**config.mk**
```make
export PLATFORM = sky130hd
export DESIGN_NAME = i2s_out_tx_flat
export DESIGN_NICKNAME = d
export VERILOG_FILES = /design/src/rtl/filt_pkg.sv /design/src/rtl/i2s_out_tx_if.sv /design/src/rtl/i2s_clkgen.sv /design/src/rtl/i2s_out_tx.sv /design/src/flat_wrapper.sv
export SDC_FILE = /design/constraint.sdc
export NUM_CORES = 1
export LEC_CHECK = 0
export ABC_AREA = 1
export CAP_MARGIN = 20
export CORE_UTILIZATION = 50
export CTS_CLUSTER_DIAMETER = 150
export DETAILED_ROUTE_END_ITERATION = 8
export PLACE_DENSITY = 0.83
export SYNTH_ARGS = -nofsm -noshare
export SYNTH_HDL_FRONTEND = slang
export SYNTH_SLANG_ARGS = --single-unit
```
**constraint.sdc**
```tcl
create_clock -name clk -period 2.2 [get_ports clk]
set_input_delay 0.22 -clock clk [delete_from_list [all_inputs] [get_ports clk]]
set_output_delay 0.22 -clock clk [all_outputs]
set_load 0.1 [all_outputs]
```
**src/rtl/filt_pkg.sv**
```systemverilog
// Shared constants and types for the notch-filter datapath and its I2S output stage.
package filt_pkg;

  localparam int FILT_DATA_SIZE = 24;
  localparam int I2S_CLK_DIV    = 4;
  localparam int I2S_SLOT_BITS  = 32;

  typedef logic signed [FILT_DATA_SIZE-1:0] sample_t;

  typedef enum logic {
    SLOT_LEFT  = 1'b0,
    SLOT_RIGHT = 1'b1
  } slot_e;

  // Counter width that stays at least one bit for degenerate ranges.
  function automatic int unsigned cnt_width(input int unsigned n);
    return (n > 1) ? $clog2(n) : 1;
  endfunction

endpackage

```
**src/rtl/i2s_out_tx_if.sv**
```systemverilog
// Filter-side sample handshake plus the I2S pins and status flags of i2s_out_tx.
interface i2s_out_tx_if
  import filt_pkg::*;
#(
  parameter int DATA_SIZE = FILT_DATA_SIZE
) ();

  logic [DATA_SIZE-1:0] data_in;
  logic                 data_valid;
  logic                 frame_start;
  logic                 sclk;
  logic                 lrclk;
  logic                 sdata;
  logic                 underrun;
  logic                 overrun;

  modport master (
    output data_in, data_valid,
    input  frame_start, sclk, lrclk, sdata, underrun, overrun
  );

  modport slave (
    input  data_in, data_valid,
    output frame_start, sclk, lrclk, sdata, underrun, overrun
  );

endinterface

```
**src/rtl/i2s_clkgen.sv**
```systemverilog
// Bit-clock divider and frame bit sequencer; strobes mark each sclk fall and the frame wrap.
module i2s_clkgen
  import filt_pkg::*;
#(
  parameter int CLK_DIV   = I2S_CLK_DIV,
  parameter int SLOT_BITS = I2S_SLOT_BITS,
  localparam int DW = cnt_width(CLK_DIV),
  localparam int CW = cnt_width(2 * SLOT_BITS)
) (
  input  logic          clk,
  input  logic          reset,
  output logic          sclk,
  output logic          fall_en,
  output logic [CW-1:0] bit_cnt,
  output logic          frame_wrap
);

  localparam logic [DW-1:0] DIV_LAST = DW'(CLK_DIV - 1);
  localparam logic [CW-1:0] BIT_LAST = CW'(2 * SLOT_BITS - 1);

  logic [DW-1:0] div_cnt_q, div_cnt_d;
  logic          sclk_q, sclk_d;
  logic [CW-1:0] bit_cnt_q, bit_cnt_d;
  logic          div_tc;

  // bit_cnt is the slot position that begins at the current fall (valid with fall_en).
  always_comb begin
    div_tc     = (div_cnt_q == DIV_LAST);
    div_cnt_d  = div_tc ? '0 : div_cnt_q + 1'b1;
    sclk_d     = div_tc ? ~sclk_q : sclk_q;
    fall_en    = div_tc & sclk_q;
    frame_wrap = fall_en & (bit_cnt_q == BIT_LAST);
    bit_cnt    = frame_wrap ? '0 : bit_cnt_q + 1'b1;
    bit_cnt_d  = fall_en ? bit_cnt : bit_cnt_q;
  end

  // Counter parks on the last position so the first fall after reset opens frame 0.
  always_ff @(posedge clk) begin
    if (reset) begin
      div_cnt_q <= '0;
      sclk_q    <= 1'b0;
      bit_cnt_q <= BIT_LAST;
    end else begin
      div_cnt_q <= div_cnt_d;
      sclk_q    <= sclk_d;
      bit_cnt_q <= bit_cnt_d;
    end
  end

  assign sclk = sclk_q;

endmodule

```
**src/rtl/i2s_out_tx.sv**
```systemverilog
// Philips I2S transmitter: holds the latest filtered sample and sends it in both slots each frame.
// Build option I2S_OUT_TX_ZERO_ON_UNDERRUN_EN sends silence on underrun instead of repeating the last sample.
module i2s_out_tx
  import filt_pkg::*;
#(
  parameter int DATA_SIZE = FILT_DATA_SIZE,
  parameter int CLK_DIV   = I2S_CLK_DIV,
  parameter int SLOT_BITS = I2S_SLOT_BITS
) (
  input logic         clk,
  input logic         reset,
  i2s_out_tx_if.slave bus
);

  localparam int CW = cnt_width(2 * SLOT_BITS);
  localparam int KW = cnt_width(SLOT_BITS);
  localparam logic [CW-1:0] SLOT_LEN = CW'(SLOT_BITS);

  logic          sclk;
  logic          fall_en;
  logic          frame_wrap;
  logic [CW-1:0] bit_cnt;
  logic [KW-1:0] slot_k;
  logic [SLOT_BITS-1:0] slot_bits;
  logic          load_ok;

  logic [DATA_SIZE-1:0] hold_q, hold_d;
  logic                 hold_full_q, hold_full_d;
  logic [DATA_SIZE-1:0] tx_word_q, tx_word_d;
  slot_e                lrclk_q, lrclk_d;
  logic                 sdata_q, sdata_d;
  logic                 frame_start_q, frame_start_d;
  logic                 underrun_q, underrun_d;
  logic                 overrun_q, overrun_d;

  i2s_clkgen #(
    .CLK_DIV   (CLK_DIV),
    .SLOT_BITS (SLOT_BITS)
  ) u_clkgen (
    .clk        (clk),
    .reset      (reset),
    .sclk       (sclk),
    .fall_en    (fall_en),
    .bit_cnt    (bit_cnt),
    .frame_wrap (frame_wrap)
  );

  // Slot image: position 0 is the I2S delay bit, then the word MSB first, then zero padding.
  for (genvar gi = 0; gi < SLOT_BITS; gi++) begin : g_slot
    if (gi >= 1 && gi <= DATA_SIZE) begin : g_data
      assign slot_bits[gi] = tx_word_q[DATA_SIZE-gi];
    end else begin : g_pad
      assign slot_bits[gi] = 1'b0;
    end
  end

  always_comb begin
    slot_k  = KW'((bit_cnt >= SLOT_LEN) ? bit_cnt - SLOT_LEN : bit_cnt);
    load_ok = hold_full_q | bus.data_valid;

    hold_d        = hold_q;
    hold_full_d   = hold_full_q;
    tx_word_d     = tx_word_q;
    lrclk_d       = lrclk_q;
    sdata_d       = sdata_q;
    frame_start_d = frame_wrap;
    underrun_d    = 1'b0;
    overrun_d     = overrun_q;

    // A sample landing on the load edge is kept for the next frame and is not an overrun.
    if (bus.data_valid) begin
      hold_d      = bus.data_in;
      hold_full_d = 1'b1;
      if (hold_full_q && !frame_wrap) begin
        overrun_d = 1'b1;
      end
    end

    if (frame_wrap) begin
      if (load_ok) begin
        tx_word_d = hold_q;
        if (!bus.data_valid) begin
          hold_full_d = 1'b0;
        end
      end else begin
        underrun_d = 1'b1;
`ifdef I2S_OUT_TX_ZERO_ON_UNDERRUN_EN
        tx_word_d = '0;
`else
        tx_word_d = tx_word_q;
`endif
      end
    end

    // The load edge itself is slot position 0, so the old tx_word never reaches sdata there.
    if (fall_en) begin
      lrclk_d = (bit_cnt >= SLOT_LEN) ? SLOT_RIGHT : SLOT_LEFT;
      sdata_d = slot_bits[slot_k];
    end
  end

  always_ff @(posedge clk) begin
    if (reset) begin
      hold_q        <= '0;
      hold_full_q   <= 1'b0;
      tx_word_q     <= '0;
      lrclk_q       <= SLOT_LEFT;
      sdata_q       <= 1'b0;
      frame_start_q <= 1'b0;
      underrun_q    <= 1'b0;
      overrun_q     <= 1'b0;
    end else begin
      hold_q        <= hold_d;
      hold_full_q   <= hold_full_d;
      tx_word_q     <= tx_word_d;
      lrclk_q       <= lrclk_d;
      sdata_q       <= sdata_d;
      frame_start_q <= frame_start_d;
      underrun_q    <= underrun_d;
      overrun_q     <= overrun_d;
    end
  end

  assign bus.sclk        = sclk;
  assign bus.lrclk       = lrclk_q;
  assign bus.sdata       = sdata_q;
  assign bus.frame_start = frame_start_q;
  assign bus.underrun    = underrun_q;
  assign bus.overrun     = overrun_q;

endmodule

```
**src/flat_wrapper.sv**
```systemverilog
// flat-port wrapper written by rule: the top's interface ports become plain ports
module i2s_out_tx_flat import filt_pkg::*;
#(
  parameter int DATA_SIZE = FILT_DATA_SIZE,
  parameter int CLK_DIV   = I2S_CLK_DIV,
  parameter int SLOT_BITS = I2S_SLOT_BITS
)
  (clk, reset, bus_data_in, bus_data_valid, bus_frame_start, bus_sclk, bus_lrclk, bus_sdata, bus_underrun, bus_overrun);
  i2s_out_tx_if #(.DATA_SIZE(DATA_SIZE)) bus_i ();
  input logic clk;
  input logic reset;
  input wire logic [$bits(bus_i.data_in)-1:0] bus_data_in;
  input wire logic [$bits(bus_i.data_valid)-1:0] bus_data_valid;
  output wire logic [$bits(bus_i.frame_start)-1:0] bus_frame_start;
  output wire logic [$bits(bus_i.sclk)-1:0] bus_sclk;
  output wire logic [$bits(bus_i.lrclk)-1:0] bus_lrclk;
  output wire logic [$bits(bus_i.sdata)-1:0] bus_sdata;
  output wire logic [$bits(bus_i.underrun)-1:0] bus_underrun;
  output wire logic [$bits(bus_i.overrun)-1:0] bus_overrun;
  assign bus_i.data_in = bus_data_in;
  assign bus_i.data_valid = bus_data_valid;
  assign bus_frame_start = bus_i.frame_start;
  assign bus_sclk = bus_i.sclk;
  assign bus_lrclk = bus_i.lrclk;
  assign bus_sdata = bus_i.sdata;
  assign bus_underrun = bus_i.underrun;
  assign bus_overrun = bus_i.overrun;
  i2s_out_tx #(.DATA_SIZE(DATA_SIZE), .CLK_DIV(CLK_DIV), .SLOT_BITS(SLOT_BITS)) u_core (.clk(clk), .reset(reset), .bus(bus_i));
endmodule
```
== Yosys cells after proc, flatten, opt, wreduce, memory -nomap -nowiden ==
Index checks and enable logic that the tools add are counted.
Cells by class
  $add $sub $neg: 3
  magnitude comparators: 2
  equal/unequal tests: 2
  mux-type cells: 10
  bitwise logic cells: 5
  reduce and logical (&&, ||, !) cells: 6
Operators by type and width (count)
  $mux W1: 7
  $add A6 B1 Y6 const B: 1
  $eq A6 B6 Y1 const B: 1
  $ge A6 B6 Y1 const B: 1
  $lt A5 B6 Y1 const B: 1
  $mux W6: 1
  $bmux W1 S5: 1
  $mux W5: 1
  $sub A5 B1 Y5 const B: 1
  $reduce_and A2 Y1: 2
  $reduce_or A2 Y1: 2
  $add A2 B1 Y2 const B: 1
  $and A1 B1 Y1: 2
  $eq A2 B2 Y1 const B: 1
  $not A1 Y1: 2
  $logic_and A1 B1 Y1: 1
  $logic_not A1 Y1: 1
  $or A1 B1 Y1: 1
Storage, ports and cells
  flip-flop bits (word level): 63
  input bits: 27

== Longest topological paths before layout ==
Gate-level depths: netlist of run 1.
  depth in word-level cells: 8
  depth in mapped cells: 13
  depth with buffers taken out: 12

== By module ==
A second synthesis of run 1 with hierarchy kept.
Second synthesis, totals
  cell total of the unflattened synthesis: 344
  area total of the unflattened synthesis: 2638.8 µm²
By module, submodules not included
  i2s_out_tx: times used 1, cells an instance 282, area each 2143.3 µm², sequential area each 1081.0 µm²
  i2s_clkgen: times used 1, cells an instance 62, area each 495.5 µm², sequential area each 180.2 µm²

== Least setup slack after synthesis of run 1 ==
No wires, ideal clock.
  kind: register to register
  from: register u_core.u_clkgen.sclk_q (netlist: u_core.u_clkgen.sclk)
  to: register u_core.sdata_q (netlist: u_core.bus.sdata)
  library setup time: 0.115 ns
  data arrival time: 2.025 ns
  path slack: 0.060 ns
  cell stages (with the launch flop): 13
  path buffers: 1
  clock period less this slack: 2.140 ns
  cells stage by stage: dfxtp_1 nand2_1 inv_1 nand3_4 nand2_2 buf_6 nor2_1 nand2_1 nand3_1 nand3_1 nand3_1 nand3_1 nand2_1
Between the ends
  word-level cells in the longest chain between the ends: 7
  elaborated cells between the ends (all ways): 8
Ends and longest elaborated chain
  from (decl): line i2s_clkgen.sv:22  | logic sclk_q, sclk_d;
  from (signal assigned): line i2s_clkgen.sv:45  | sclk_q <= sclk_d;
  $and A1 B1 Y1 *: line i2s_clkgen.sv:31  | fall_en = div_tc & sclk_q;
  $and A1 B1 Y1: line i2s_clkgen.sv:32  | frame_wrap = fall_en & (bit_cnt_q == BIT_LAST);
  $mux W6: line i2s_clkgen.sv:33  | bit_cnt = frame_wrap ? '0 : bit_cnt_q + 1'b1;
  $sub A5 B1 Y5 / $ge A6 B6 Y1 (equally long branches): line i2s_out_tx.sv:58  | slot_k = KW'((bit_cnt >= SLOT_LEN) ? bit_cnt - SLOT_LEN : bit_cnt);
  $mux W5: line i2s_out_tx.sv:58
  $bmux W1 S5: line i2s_out_tx.sv:98  | sdata_d = slot_bits[slot_k];
  $mux W1 (not written as such): line i2s_out_tx.sv:98
  to (signal assigned): line i2s_out_tx.sv:117  | sdata_q <= sdata_d;
  to (decl): line i2s_out_tx.sv:31  | logic sdata_q, sdata_d;
Every way passes the cells marked *; elsewhere a longest branch is shown, timed or not. The select of a mux whose other input is x is not followed.
A chain may end at the register's enable or synchronous reset.

== Final worst setup path of run 1 ==
  from: register u_core.u_clkgen.bit_cnt_q[0]
  to: register u_core.tx_word_q[16]
Between the ends
  word-level cells in the longest chain between the ends: 3
Ends and longest elaborated chain
  from (decl): line i2s_clkgen.sv:23  | logic [CW-1:0] bit_cnt_q, bit_cnt_d;
  from (signal assigned): line i2s_clkgen.sv:46  | bit_cnt_q <= bit_cnt_d;
  $eq A6 B6 Y1: line i2s_clkgen.sv:32
  $and A1 B1 Y1: line i2s_clkgen.sv:32
  $reduce_and A2 Y1 (no source line)
  to (signal assigned): line i2s_out_tx.sv:115  | tx_word_q <= tx_word_d;
  to (decl): line i2s_out_tx.sv:29  | logic [DATA_SIZE-1:0] tx_word_q, tx_word_d;
No other way between the ends.

==> qor.yml, run 1 <==
critPathKind: "register to register"
status: "finished, final reports clean"
start_util_pct: 53.1
synth.area.top_cells: "dfxtp_1, nor2_1, o21ai_0"
synth_top_area_share_pct: 49.3
seq_power_share_pct: 50.3
rsz0062_at_grt: "false"
synth_seq_area_share_pct: 49.3
dp_hpwl_um: 3590
grt_max_degree: 40
path_delay_family: "simple AND/OR/NAND/NOR gates"
core_area_um2: 4820
grt_first_pass_wirelength_um: 9270
netlist_area_um2: 2560
comb_power_share_pct: 7.9
sw_frac_of_total_pct: 23.1
syn_to_final_growth_pct: 20.5
cp_max_fo: 34
synth-edff-count: 0
grt_overflow: 0
p_per_area_nw_per_um2: 776
hold_path_class: "register to register"
cp_slowest_stage_delay_ns: 0.39
fin_area_um2: 3080
synth_most_common_cell: "nor2_1"
maxSlewViolCount: 0
drtAntennaViolNets: 0
clockBufferDepth: 2
final_net_count: 396
cts_sinks: 63
crit_slowest_cell: "dfxtp_2"
p_sw_mw: 0.552
critPathCaptureType: "register"
syn-instance-count: 339
p_clk_share_pct: 41.8
tightestPinTransition_ns: 0.899
hold_viol: 0
netlist_top_cells_count: "nor2_1, dfxtp_1, o21ai_0"
fmax_ghz: 0.504
drive_gt1_share_pct: 9.70
nFillCells: 433
dieHeight_um: 73.5
ctsHoldBuffers: 0
met3_length_um: 207
startpoint_type: "register"
finalNonFillerCells: 438
clock-root-buffer: "clkbuf_8"
seq_area_um2: 1260
dpl-instance-area_um2: 2880
synth_seq_cells: 63
skew_ns: 0.00813
clk_pin_slew_ns: 0.07
path_cells: "ha_1, nand2_2, nor2_4, nand3_4, inv_4, nand2_1, buf_4, o21ai_0, a21oi_1"
cts_setup_buffers: 0
antenna_found_initial: 0
gp_congestion: 0.950
synth_nets: 368
die-area_um2: 5400
yosysUniqueCellTypes: 27
drc: 0
multi_input_area_um2: 1090
grt.total_usage_pct: 22.7
ys_warn_count: 0
htree_levels: 3
vias: 2210
avgSynthCellArea_um2: 7.54
fin_crit_sh_pct: 90.2
required_ns: 2.42
period_needed_ns: 1.98
routed_wirelength_um: 5280
tns_ns: 0
dp_worst_setup_slack_ns: 0.0968
p_int_mw: 1.84
top_layer: "met4"
cts_resized: 0
cts_buffers: 9
p_leak_nw: 1.28
slew_headroom_pct: 40.0
layout_setup_ws_ns: 0.216
die_w_um: 73.5
viasPerCell: 5.05
placedCellCount: 423
ys_async_sr_fraction_pct: 0
wl_per_cell_um: 12.0
max-cap-violations: 0
drtIter0Drc: 157
met1_length_um: 2550
ios: 33
ir_drop_mv: 0.514
path_buf_inv: 2
yosysTopAreaCell: "dfxtp_1"
power.total_mw: 2.39
io_buffer_count: 32
cts_tree: "done"
firstDrtPassIters: 5
yosys_most_used_dff: "dfxtp_1"
arrival_ns: 2.20
setup_viol: 0
wl_met2_um: 2380
clock_latency_ns: 0.34
grt_pass1_vias: 2050
rows: 25
n_antenna_cell: 0
-- placed cells by master, fill, tap and decap left out --
cell | synthesis | final
o2111ai_1 | 1 | 1
a21oi_1 | 30 | 30
dfxtp_1 | 63 | 62
inv_1 | 24 | 24
nor2_1 | 71 | 71
nand3_1 | 32 | 32
inv_4 | 0 | 1
o21a_1 | 1 | 1
nand2_2 | 3 | 3
or2_2 | 2 | 2
dfxtp_2 | 0 | 1
ha_1 | 2 | 2
buf_4 | 0 | 11
clkinv_2 | 0 | 3
nor3b_1 | 1 | 1
nor3_1 | 2 | 2
o21ai_1 | 1 | 1
o21ai_0 | 40 | 40
a22oi_1 | 3 | 3
xor2_1 | 1 | 1
clkinv_1 | 1 | 1
bufinv_16 | 0 | 1
xnor2_1 | 2 | 2
nand2_1 | 34 | 34
clkdlybuf4s50_1 | 0 | 26
nand4_1 | 1 | 1
nor2_4 | 1 | 1
nand3_2 | 1 | 1
clkbuf_8 | 0 | 11
nand3_4 | 1 | 1
-- power groups by stage --
| stage | sequential [mW] | clock [mW] | combinational [mW] |
|---|---|---|---|
| after global routing | 1.21 | 1.06 | 0.212 |
| after floorplan | 1.24 | 0 | 0.0956 |
| final | 1.20 | 0.999 | 0.188 |
| after global placement | 1.23 | 0 | 0.184 |
| after CTS | 1.20 | 1.01 | 0.190 |
| after detailed placement | 1.23 | 0 | 0.188 |
-- state kept, by name, indices dropped and copies added (netlist names) --
| signal | flops |
|---|---|
| u_core.tx_word_q | 24 |
| u_core.bus.frame_start | 1 |
| u_core.bus.sdata | 1 |
| u_core.bus.overrun | 1 |
| u_core.u_clkgen.sclk | 1 |
| u_core.u_clkgen.bit_cnt_q | 6 |
| u_core.u_clkgen.div_cnt_q | 2 |
| u_core.hold_full_q | 1 |
| u_core.bus.lrclk | 1 |
| u_core.bus.underrun | 1 |
| u_core.hold_q | 24 |
-- final cells by class --
cell class / count / area share (%)
inverter: 26 / 3.25
tap: 67 / 2.72
multi-input combinational: 230 / 35.5
timing repair buffer: 37 / 11.1
sequential: 63 / 41.0
clock buffer: 11 / 4.92
clock inverter: 4 / 1.46
-- logic make-up after synthesis --
family                     Yosys count  share of synthesized area (%)
adders and majority gates            2                          0.979
DFF                                 63                           49.3
buffers and inverters               46                           7.88
and+or+nand+nor                    149                           25.4
xor gates and xnor gates             3                           1.03
AOI/OAI and AO/OA                   76                           15.4
-- final timing paths --
kind	start	endpoint	slack, ns	cells past startpoint
setup / recovery	u_core.u_clkgen.bit_cnt_q[0]	u_core.tx_word_q[16]	0.22	9
setup reg to reg	u_core.u_clkgen.bit_cnt_q[0]	u_core.tx_word_q[16]	0.22	9
hold / removal	u_core.u_clkgen.div_cnt_q[0]	u_core.u_clkgen.div_cnt_q[0]	0.43	1
hold reg to reg	u_core.u_clkgen.div_cnt_q[0]	u_core.u_clkgen.div_cnt_q[0]	0.43	1
-- through the flow --
step                utilization, %  hold slack, ns
global placement              59.8           0.412
global route                  63.9           0.448
detailed placement            59.8           0.423
CTS                           63.8           0.432
floorplan                        -           0.355
finish                        63.9           0.425
-- routing by layer --
metal | vias to the layer above | track usage [%]
li1 | 1161 | -
met1 | 992 | 30.0
met2 | 44 | 34.9
met3 | 13 | 4.53
met4 | 0 | 12.2
met5 | - | 0
Note: power is estimated with default switching activity, not from simulation.
==> inputs of run 2 (changes only) <==
- CTS_CLUSTER_SIZE: unset -> 24
- DONT_BUFFER_PORTS: unset -> 1
- PLACE_DENSITY: 0.83 -> 0.75
==> run 2 against run 1 <==
Highest routed layer unchanged. Cell count down 6.4%. Global-route usage down 1.7 points. Utilization down 5.9 points. First-iteration DRC count down 36%. Clock power down 3.8%.
==> qor.yml, run 2 (synthesis results as in run 1) <==
layout_common_cells: "nor2_1, dfxtp_1, o21ai_0, nand2_1, nand3_1"
clock_latency_ns: 0.34  # about the same
cts_setup_buffers: 0  # unchanged
drc: 0  # unchanged
cts_buffers: 9  # unchanged
grt_pass1_vias: 1923  # -6.2%
fin_crit_sh_pct: 91.0  # +0.76 points
min_delay_path_depth: 2  # +1
nFillCells: 468  # +8.1%
period_needed_ns: 2.00  # +0.0166 ns
core_area_um2: 4820  # unchanged
hold_viol: 0  # unchanged
ir_drop_mv: 0.646  # +26%
power.total_mw: 2.30  # -4.0%
cts_sinks: 63  # unchanged
critPathKind: "register to register"
io_buffer_count: 0  # -100%
gp_congestion: 0.913  # -3.9%
layout_setup_ws_ns: 0.199  # -0.0166 ns
die-area_um2: 5400  # unchanged
maxSlewViolCount: 0  # unchanged
viasPerCell: 5.20  # +3.0%
clk_pin_slew_ns: 0.07  # about the same
hold_path_class: "input pin to register"
final_net_count: 367  # -7.3%
multi_input_area_um2: 1090  # unchanged
routed_wirelength_um: 5070  # -3.9%
die_w_um: 73.5  # unchanged
grt_first_pass_wirelength_um: 8530  # -8.0%
dp_hpwl_um: 3360  # -6.6%
path_cells: "ha_1, nand2_2, nor2_4, nand3_4, nand2_2, nand2_1, nand2_1, nand3_1, nand3_1, nand3_1, nand3_1, nand2_1"
skew_ns: 0.00559  # -0.00254 ns
syn_to_final_growth_pct: 9.30
reg2reg_depth: 12  # +3
startpoint_type: "register"
tns_ns: 0  # unchanged
cp_max_fo: 14  # -59%
fmax_ghz: 0.500  # -0.83%
critPathCaptureType: "register"
final_common_cell: "nor2_1"
rsz0062_at_grt: "false"
crit_slowest_cell: "dfxtp_1"
drive_gt1_share_pct: 8.75  # -0.96 points
arrival_ns: 2.23  # +0.03 ns
fin_hold_ws_ns: 0.0154  # -0.410 ns
cts_tree: "done"
required_ns: 2.43  # about the same
htree_levels: 3  # unchanged
status: "finished, final reports clean"
tightestPinTransition_ns: 0.855  # -0.0444 ns
setup_viol: 0  # unchanged
slew_headroom_pct: 43.0  # +3.0 points
firstDrtPassIters: 4  # -1
reg.largest.list: "u_core.hold_q (24), u_core.tx_word_q (24), u_core.u_clkgen.bit_cnt_q (6)"
p_leak_nw: 1.16  # -9.3%
p_per_area_nw_per_um2: 822  # +5.8%
placedCellCount: 393  # -7.1%
dieHeight_um: 73.5  # unchanged
grt.total_usage_pct: 21.0  # -1.7 points
wl_per_cell_um: 12.4  # +2.7%
antenna_found_initial: 0  # unchanged
clock-root-buffer: "clkbuf_8"
rows: 25  # unchanged
grt_overflow: 0  # unchanged
ios: 33  # unchanged
n_antenna_cell: 0  # unchanged
cp_slowest_stage_delay_ns: 0.44  # +0.05 ns
dp_worst_setup_slack_ns: 0.170  # +0.0731 ns
start_util_pct: 53.1  # unchanged
grt_max_degree: 40  # unchanged
max-cap-violations: 0  # unchanged
clockBufferDepth: 2  # unchanged
critPathMostFrequentCell: "nand3_1"
seq_area_um2: 1260  # about the same
drtIter0Drc: 101  # -36%
drtAntennaViolNets: 0  # unchanged
vias: 2131  # -3.6%
finalNonFillerCells: 410  # -6.4%
## run 2: worst paths after layout
kind / startpoint / end / slack (ns)
setup / recovery: u_core.u_clkgen.bit_cnt_q[0] / u_core.bus.sdata / 0.20
hold / removal: bus_data_in[5] / u_core.hold_q[5] / 0.02
setup reg to reg: u_core.u_clkgen.bit_cnt_q[0] / u_core.bus.sdata / 0.20
hold reg to reg: u_core.u_clkgen.div_cnt_q[0] / u_core.u_clkgen.div_cnt_q[0] / 0.44
## run 2: worst max-delay path: cells and delay by family, from the launching register on
kind	cells	cell delay [ns]
flip-flops	1	0.44
AND/OR/NAND/NOR	11	1.20
adder cells (fa/ha/maj)	1	0.24
## run 2: final cells by class
| cell class | count | share of cell area, % |
|---|---|---|
| repair buffers | 8 | 2.37 |
| flip-flops and latches | 63 | 45.1 |
| clock buffers | 12 | 5.19 |
| well taps | 67 | 3.00 |
| multi-input cells | 230 | 39.1 |
| clock inverters | 4 | 1.61 |
| inverters | 26 | 3.54 |
## run 2: power breakdown
group	internal, mW	total (mW)	switching [mW]	leakage, nW
combinational	0.0417	0.132	0.0904	0.550
sequential	1.18	1.20	0.0197	0.515
clock	0.549	0.961	0.412	0.100
total	1.77	2.30	0.522	1.16
## run 2: metal layers
layer  vias to the layer above  share of wire (%)  wire length (um)  global-route usage [%]
met1                       967                 48              2420                    26.6
met4                         0                2.4               123                    12.2
met5                         -                  0                 0                       0
met3                        11                4.4               223                    4.25
li1                       1103                  -                 -                       -
met2                        50                 45              2300                    33.1
## run 2: repair_timing
action                     4_1_cts  5_1_grt
gates resized for setup          0        2
setup endpoints to repair        0        5
hold buffers                     1        0
hold endpoints to repair        17        0
## run 2: per-stage QoR
stage               util, %  instance area, um^2
floorplan                 -                 2560
detailed placement     53.7                 2590
global placement       53.7                 2590
finish                 58.0                 2790
CTS                    57.9                 2790
global route           58.0                 2790
==> inputs of run 3 (changes only) <==
- CORE_UTILIZATION: 50 -> 30
- GPL_TIMING_DRIVEN: unset -> 0
- PLACE_DENSITY: 0.75 -> 0.54
==> run 3 against run 2 <==
Design area is 5.9% higher. Critical path depth is 1 higher. First-iteration DRC count is 42% lower. Critical endpoint unchanged. Cell count is 13% higher. Clock skew is 0.0064 ns higher. Sequential power hardly changed. Worst setup slack better by 0.057 ns. Via count is 1.2% higher.
==> qor.yml, run 3 (synthesis results as in run 1) <==
drive_gt1_share_pct: 9.47  # +0.72 points
finalNonFillerCells: 464  # +13%
syn_to_final_growth_pct: 15.7
drc: 0  # unchanged
period_needed_ns: 1.94  # -0.0568 ns
core_area_um2: 8220  # +71%
setup_viol: 0  # unchanged
cts_tree: "done"
critPathCaptureType: "register"
required_ns: 2.43  # about the same
wl_per_cell_um: 12.3  # -0.44%
reg2reg_depth: 13  # +1
layout_common_cells: "nor2_1, dfxtp_1, o21ai_0, nand2_1, nand3_1"
gp_congestion: 0.782  # -14%
slew_headroom_pct: 35.3  # -7.7 points
hold_start: "bus_data_in[4]"
p_clk_share_pct: 46.0  # +4.1 points
nFillCells: 889  # +90%
grt_overflow: 0  # unchanged
cts_buffers: 9  # unchanged
ir_drop_mv: 0.364  # -44%
skew_ns: 0.0120  # +0.00638 ns
rsz0062_at_grt: "false"
firstDrtPassIters: 5  # +1
dieHeight_um: 94.3  # +28%
placedCellCount: 444  # +13%
tightestPinTransition_ns: 0.969  # +0.115 ns
grt_pass1_vias: 2100  # +9.2%
clk_pin_slew_ns: 0.08  # about the same
clock-root-buffer: "clkbuf_8"
dpl-instance-area_um2: 2690  # +3.8%
p_int_mw: 1.88  # +5.9%
final_core_util_pct: 36.0  # -22 points
final_common_cell: "nor2_1"
io_buffer_count: 0  # unchanged
antenna_found_initial: 0  # unchanged
viasPerCell: 4.65  # -11%
sw_frac_of_total_pct: 24.7  # +1.9 points
fin_area_um2: 2960  # +5.9%
reg2reg_slack_ns: 0.26  # +0.06 ns
min_delay_path_depth: 2  # unchanged
cts_sinks: 63  # unchanged
grt_max_degree: 14  # -65%
status: "finished, final reports clean"
p_leak_nw: 1.20  # +3.1%
seq_power_share_pct: 49.0  # -3.4 points
htree_levels: 3  # unchanged
vias: 2156  # +1.2%
clock_latency_ns: 0.34  # about the same
fin_crit_sh_pct: 88.4  # -2.6 points
start_util_pct: 31.1  # -22 points
comb_power_share_pct: 5.0  # -0.8 points
r2r_end: "u_core.bus.sdata"
drtAntennaViolNets: 0  # unchanged
max-cap-violations: 0  # unchanged
grt.total_usage_pct: 14.4  # -6.5 points
cp_max_fo: 10  # -4
rows: 33  # +32%
n_antenna_cell: 0  # unchanged
hold_path_class: "input pin to register"
tns_ns: 0  # unchanged
cts_setup_buffers: 0  # unchanged
routed_wirelength_um: 5720  # +13%
startpoint_type: "register"
p_sw_mw: 0.614  # +18%
dp_hpwl_um: 4120  # +23%
reg2reg_from: "u_core.u_clkgen.bit_cnt_q[0]"
fmax_ghz: 0.514  # +2.9%
final_net_count: 383  # +4.4%
drtIter0Drc: 59  # -42%
arrival_ns: 2.17  # -0.06 ns
grt_first_pass_wirelength_um: 9770  # +15%
clockBufferDepth: 2  # unchanged
critPathKind: "register to register"
maxSlewViolCount: 0  # unchanged
die-area_um2: 8890  # +65%
hold_end: "u_core.hold_q[4]"
reg.largest.list: "u_core.hold_q (24), u_core.tx_word_q (24), u_core.u_clkgen.bit_cnt_q (6)"
p_per_area_nw_per_um2: 842  # +2.5%
hold_viol: 0  # unchanged
die_w_um: 94.3  # +28%
ios: 33  # unchanged
-- run 3: changes by cell type in the layout (fill, tap and decap cells not counted), sizes merged --
cell | previous run | this run
clkbuf | 12 | 21
dlygate4sd3 | 1 | 4
inv | 24 | 27
clkinv | 5 | 3
buf | 7 | 8
bufinv | 1 | 2
clkinvlp | 0 | 1
-- run 3: worst max-delay path, cell delays in order, from the launching register on --
cell and delay [ns]:
dfxtp_1 0.47, ha_1 0.24, nand2_2 0.08, nor2_4 0.13
nand3_4 0.12, nand2_2 0.11, buf_6 0.15, nor2_1 0.04
o21ai_1 0.06, nand3_1 0.10, nand2_1 0.09, nand3_1 0.08
nand3_1 0.11, nand2_1 0.06
-- run 3: how the worst max path moves through the flow --
stage	start	end	slack, ns	cells past startpoint
after floorplan	u_core.u_clkgen.sclk	u_core.bus.sdata	0.06	12
after global placement	u_core.u_clkgen.sclk	u_core.bus.sdata	-0.18	12
after detailed placement	u_core.u_clkgen.sclk	u_core.bus.sdata	-0.19	12
after CTS	u_core.u_clkgen.sclk	u_core.bus.sdata	0.14	12
after global routing	u_core.u_clkgen.bit_cnt_q[0]	u_core.bus.sdata	0.06	13
final	u_core.u_clkgen.bit_cnt_q[0]	u_core.bus.sdata	0.26	13
-- run 3: stage by stage --
stage	hold WS (ns)	setup slack [ns]	total power, mW
floorplan	0.355	0.0596	1.34
global placement	0.357	-0.180	1.37
detailed placement	0.363	-0.193	1.37
CTS	0.000240	0.143	2.52
global route	0.000173	0.0611	2.60
finish	0.0109	0.256	2.49
-- run 3: layout make-up --
cell class | count | area [um^2] | area share (%)
well taps | 105 | 131 | 4.44
inverters | 26 | 97.6 | 3.30
clock buffers | 9 | 124 | 4.19
clock inverters | 7 | 103 | 3.47
plain buffers | 20 | 104 | 3.51
flip-flops and latches | 63 | 1260 | 42.8
multi-input cells | 230 | 1090 | 37.0
repair buffers | 4 | 40.0 | 1.35
-- run 3: what timing repair did --
item / CTS / global route
resized for setup: 1 / 1
hold buffers: 4 / 0
gates cloned: 0 / 0
setup endpoints to repair: 25 / 1
hold endpoints to repair: 4 / 0
-- run 3: routing by layer --
layer	vias to the layer above	track usage (%)	wire, um
li1	1141	-	-
met1	971	17.8	2790
met2	34	23.0	2590
met3	10	3.88	211
met4	0	7.31	129
met5	-	0	0
-- run 3: power groups by stage --
stage | clock [mW] | combinational [mW] | sequential [mW]
finish | 1.15 | 0.125 | 1.22
global route | 1.22 | 0.148 | 1.23
CTS | 1.17 | 0.127 | 1.22
detailed placement | 0 | 0.121 | 1.25
global placement | 0 | 0.118 | 1.25
floorplan | 0 | 0.0956 | 1.24
